**src/rtl/hc_pkg.sv**
```systemverilog
// Shared constants and helpers for the HC logic family models.
// Delays are counted in global simulation ticks.
package hc_pkg;

    localparam int HC27_DELAY  = 9;
    localparam int HC161_DELAY = 17;
    localparam int MAX_DELAY   = 32;

    typedef struct packed {
        logic       tc;
        logic [3:0] q;
    } cnt_out_t;

    function automatic logic tc_of(input logic cet, input logic [3:0] c);
        return cet & (c == 4'hF);
    endfunction

endpackage

```
**src/rtl/delay_line.sv**
```systemverilog
// Fixed-depth propagation delay; reset preloads every stage.
// Shared by library parts that model pin-to-pin delay.
module delay_line #(
    parameter int WIDTH = 1,
    parameter int DEPTH = 1
) (
    input  logic             clk,
    input  logic             rst,
    input  logic [WIDTH-1:0] init,
    input  logic [WIDTH-1:0] d,
    output logic [WIDTH-1:0] q
);

    logic [WIDTH-1:0] stg [DEPTH];

    always_ff @(posedge clk) begin
        if (rst) begin
            for (int i = 0; i < DEPTH; i++) stg[i] <= init;
        end else begin
            stg[0] <= d;
            for (int i = 1; i < DEPTH; i++) stg[i] <= stg[i-1];
        end
    end

    assign q = stg[DEPTH-1];

endmodule

```
**src/rtl/u74hc161.sv**
```systemverilog
// 74HC161 4-bit synchronous counter, cp sampled on the global tick.
// Outputs pass through a fixed tick delay before reaching the pins.
module u74hc161
    import hc_pkg::*;
#(
    parameter logic [3:0] ic    = 4'h0,
    parameter int         delay = HC161_DELAY
) (
    input  logic clk,
    input  logic rst,
    input  logic vcc,
    input  logic gnd,
    input  logic mr_n,
    input  logic cp,
    input  logic pe_n,
    input  logic cep,
    input  logic cet,
    input  logic p0,
    input  logic p1,
    input  logic p2,
    input  logic p3,
    output logic q0,
    output logic q1,
    output logic q2,
    output logic q3,
    output logic tc
);

    if (delay < 1 || delay > MAX_DELAY) begin : g_bad_delay
        $error("u74hc161: delay out of range 1..32");
    end

    logic       vrst;
    logic       cp_prev;
    logic       cp_rise;
    logic [3:0] count;
    cnt_out_t   cur;
    cnt_out_t   rst_val;
    cnt_out_t   dly;
    logic       unused_gnd;

    assign vrst       = rst | ~vcc;
    assign cp_rise    = cp & ~cp_prev;
    assign unused_gnd = gnd;

    // Clear is checked every tick, so it behaves as asynchronous on the board.
    always_ff @(posedge clk) begin
        if (vrst) begin
            count   <= ic;
            cp_prev <= 1'b1;
        end else begin
            cp_prev <= cp;
            if (!mr_n) begin
                count <= 4'h0;
            end else if (cp_rise) begin
                if (!pe_n) begin
                    count <= {p3, p2, p1, p0};
                end else if (cep & cet) begin
                    count <= count + 4'd1;
                end
            end
        end
    end

    assign cur     = {tc_of(cet, count), count};
    assign rst_val = {tc_of(cet, ic), ic};

    delay_line #(
        .WIDTH($bits(cnt_out_t)),
        .DEPTH(delay)
    ) u_dly (
        .clk  (clk),
        .rst  (vrst),
        .init (rst_val),
        .d    (cur),
        .q    (dly)
    );

    assign {q3, q2, q1, q0} = dly.q;
    assign tc               = dly.tc;

endmodule

```
**config.mk**
```make
export PLATFORM = sky130hd
export DESIGN_NAME = u74hc161
export DESIGN_NICKNAME = d
export VERILOG_FILES = /design/src/rtl/hc_pkg.sv /design/src/rtl/delay_line.sv /design/src/rtl/u74hc161.sv
export SDC_FILE = /design/constraint.sdc
export NUM_CORES = 1
export LEC_CHECK = 0
export CORE_MARGIN = 2
export CORE_UTILIZATION = 38
export DETAILED_ROUTE_END_ITERATION = 6
export GPL_TIMING_DRIVEN = 0
export HOLD_SLACK_MARGIN = 0.06
export RECOVER_POWER = 100
export SLEW_MARGIN = 20
export SYNTH_ARGS = -nofsm -noshare
export SYNTH_HDL_FRONTEND = slang
export SYNTH_SLANG_ARGS = --single-unit
```
**constraint.sdc**
```tcl
create_clock -name clk -period 3.1 [get_ports clk]
set_input_delay 0.62 -clock clk [delete_from_list [all_inputs] [get_ports clk]]
set_output_delay 0.62 -clock clk [all_outputs]
set_load 0.03 [all_outputs]
```
==> After elaboration in Yosys (flattened, before gate mapping) <==
Memories as Yosys holds them, arrays and structs flattened.
Cells that the tools add are included.
{ "op_classes": {"n_mux": 22, "n_addsub": 1, "n_reduce_logical": 2, "eq_ne": 2, "bitwise": 24} }
{ "ops": {"columns": ["op", "count"], "rows": [
  ["$mux W5", 17],
  ["$or A1 B1 Y1", 18],
  ["$mux W4", 2],
  ["$add A4 B1 Y4 const B", 1],
  ["$eq A4 B4 Y1 const B", 1],
  ["$and A1 B1 Y1", 3],
  ["$mux W1", 3],
  ["$not A1 Y1", 3],
  ["$ne A2 B1 Y1 const B", 1],
  ["$reduce_and A2 Y1", 1],
  ["$reduce_or A2 Y1", 1]
]} }
{ "totals": {"ramBits": 85, "n_memories": 1, "register_bits": 5, "in_bits": 13, "word_cells": 54} }
{ "mem_list": {"columns": ["memory", "depth", "word_bits", "read_ports", "rd_ports_with_merged_regs", "wr", "line_no", "rtl"], "rows": [
  ["u_dly.stg", 17, 5, 17, 0, 17, "delay_line.sv:14", "logic [WIDTH-1:0] stg [DEPTH];"]
]} }

==> Logic depth before layout (Yosys ltp) <==
{ "logic_depth": {"word_depth": 5, "depth_mapped": 4, "ltp_nobuf": 4} }

==> Modules after synthesis <==
Synthesis repeated with hierarchy kept, for this count alone.
{ "hier_totals": {"cells_unflattened": 227, "area_unflattened_um2": 3126.7} }
{ "by_module_without_submodules": {"columns": ["module", "seq_area_each_um2", "instances", "cells_each", "area_each_um2"], "rows": [
  ["delay_line", 1701.6, 1, 189, 2793.9],
  ["u74hc161", 100.1, 1, 38, 332.8]
]} }

==> Worst setup path before layout <==
No wires, ideal clock.
{ "synth_path": {"path_type": "input port to flip-flop", "from": "in pe_n", "to": "reg count[0]", "arrival_time_ns": 1.461, "n_path_buf": 1, "cell_stages": 4, "setup_slack_ns": 1.568, "cell_sequence": "buf_6 a21boi_4 or4_1 a21oi_1"} }
{ "synth_via": {"elab_chain_cells": 2, "elab_cells_between_ends": 3, "cone_classes": "1 x eq/ne; 1 x mux; 1 x reduce/logical"} }
{ "synth_rtl": {"columns": ["item", "line_no", "rtl"], "rows": [
  ["start: declaration", "u74hc161.sv:15", "input logic pe_n,"],
  ["$ne A2 B1 Y1 (no source line)", null, null],
  ["$reduce_and A2 Y1 (no source line)", null, null],
  ["end signal: assignment", "u74hc161.sv:49", "count <= ic;"],
  ["end signal: assignment", "u74hc161.sv:57", "count <= {p3, p2, p1, p0};"],
  ["end signal: assignment", "u74hc161.sv:59", "count <= count + 4'd1;"],
  ["end: declaration", "u74hc161.sv:36", "logic [3:0] count;"]
]} }
Several ways; a longest one is shown, not always the timed one.
A chain may end at the register's enable or synchronous reset.

==> metrics.cfg <==
[run_status]
status=finished clean

[global_routing]
grt_overflow=0
antenna_found_initial=0
grt_pass1_wl_mm=5.84
grt_max_degree=16
busiest_layer=met2
grt_use_met1_pct=11.3
gr-usage-met2_pct=16.8
grtUsageMet3_pct=6.29
first_global_vias=1321
groute.usage.overall_pct=10.6

[floorplan]
core_area_um2=6680
fp.dieH_um=86.5
start_util_pct=38.7
rows=30
dieArea_um2=7480
die_w_um=86.5
io_pins=18

[clock_tree]
cts_made_buffers=9
cts_tree=done
cts.sinks=90
htree_num_levels=3
cts_buffer_depth=2
insertion_delay_ns=0.34
hold_buffers=0
cts-root-buf=clkbuf_8
cts_setup_buffers=0
ctsResizeCount=0
clk_pin_slew_worst_paths_ns=0.08

[yosys]
synth_commonest_cells=dfxtp_1 (90), and2_1 (84), clkbuf_1 (8), a21oi_1 (3), nand2b_1 (3)
syn_area_um2=2590
synth_top_cell_area_share_pct=69.6
yosysMostFrequentCell=dfxtp_1
syn_avg_cell_area_um2=12.1
synth-async-reset-ratio_pct=0
synth_edf_count=0
syn_inst=214
synth_ff_type=dfxtp_1
syn_nets=228
ys_types=27
yosysTopAreaCell=dfxtp_1
ys_top_cells_by_area=dfxtp_1 (70%), and2_1 (20%), clkbuf_1 (1.2%)
ys_seq_area_share_pct=69.6
ys_ff_latch=90
ys_warn_count=0

[critical_path]
r2r_cells=3
regToRegStartpoint=cp_prev
rrSetupSlack_ns=1.80
crit_fanout=10
crit_buf_inv=3
cp_common_cell=clkbuf_1
setup.worst_path.end_class=flop
max_stage_delay_ns=0.54
crit_type=in2reg
path_cells=dlygate4sd3_1 -> nor2b_1 -> clkbuf_1 -> clkbuf_1 -> and2_0
critPathLaunchType=input port
slowest_stage=dlygate4sd3_1
crit_family=buffers and inverters
crit_required_ns=3.37
cp_data_arrival_time_ns=2.39
reg2reg_to=count[0]

[sta]
finalHoldViolations=0
finClkSkew_ns=0.00728
rsz0062_at_grt=no
slew_headroom_pct=71.5
worst_slew_pin_slew_ns=0.428
setup_viol=0
setup_tns_ns=0
slew_viol_final=0
fin_crit_ns=2.12
max_freq_mhz=471
period_share_pct=68.5

[drt]
dr.pass1.iters=4
viasPerCell=4.27
finalWirelength_mm=3.34
drt_iter0_drc=33
avgRoutedWirePerCell_um=10.3
remaining_drc_errors=0
ant_nets=0
vias=1389

[hold_path]
whs_endpoint=u_dly.stg[1][16]
hold_path.class=reg2reg
min_path_cells=1
timing.hold.worst.start=u_dly.stg[1][11]

[pwr]
p_leak_nw=1.19
powerDensity_nw_per_um2=651
total_power_mw=1.98
irDropWorstVdd_mv=0.270

[place]
dpl.hpwl_mm=2.22
routabilityCongestion=0.729
io_buffers=15

[run]
drv_cap=0

[layout]
area_growth_pct=17.5
nNetsFinal=254
drive_gt1_share_pct=6.94
diodes=0

cells in the final DEF (no fill, tap or decap), drive strengths merged, types with 3 or more instances in the layout:
cell type	count
a21oi	3
and2	84
clkbuf	20
clkdlybuf4s50	8
clkinvlp	3
dfxtp	90
dlygate4sd3	7
nand2b	3
routing by layer:
metal,routed length (um),part of all wire (%),vias to the layer above
met5,0,0,-
met4,67,2.0,0
met3,183,5.5,5
met2,1530,46,27
met1,1560,47,638
li1,-,-,719
worst max-delay path by stage:
stage,from,to,slack (ns),depth (start not counted)
2_1_floorplan,pe_n,count[0],1.57,4
3_3_place_gp,vcc,u_dly.stg[0][15],0.81,5
3_5_place_dp,vcc,u_dly.stg[0][12],0.84,5
4_1_cts,u_dly.stg[4][1],q1,1.13,1
5_1_grt,vcc,u_dly.stg[0][17],0.82,5
6_report,vcc,u_dly.stg[2][14],0.98,5
report_power, final:
| part | switching, mW | internal [mW] |
|---|---|---|
| sequential | 0.000220 | 1.16 |
| clock | 0.380 | 0.397 |
| combinational | 0.0244 | 0.0197 |
cell type report:
cell class	instances	area [um^2]
fill	640	3640
sequential	90	1800
multi-input combinational	113	736
timing repair buffer	15	150
clock buffer	11	141
tap	80	100
clock inverter	5	61.3
buffer	10	45.0
inverter	1	3.75
state kept, by name, summed over array words and instances (netlist names):
signal and cells:
count 4, u_dly.stg 85, cp_prev 1
stage by stage:
stage	cells	setup slack, ns	utilization, %	area (um^2)	hold WS [ns]
after floorplan	214	1.57	-	2590	0.406
after global placement	309	0.813	42.5	2840	0.408
after detailed placement	309	0.838	42.5	2840	0.411
after CTS	325	1.13	45.5	3040	0.424
after global routing	325	0.824	45.5	3040	0.431
final	325	0.977	45.5	3040	0.426
cells by family after synthesis:
logic type	after synthesis	share of synthesized area (%)
fa+ha+maj	1	0.483
buf+inv	11	1.93
mux	1	0.387
compound gates	11	3.29
flops	90	69.6
simple gates	100	24.3
Power figures use the tool's default switching activity.
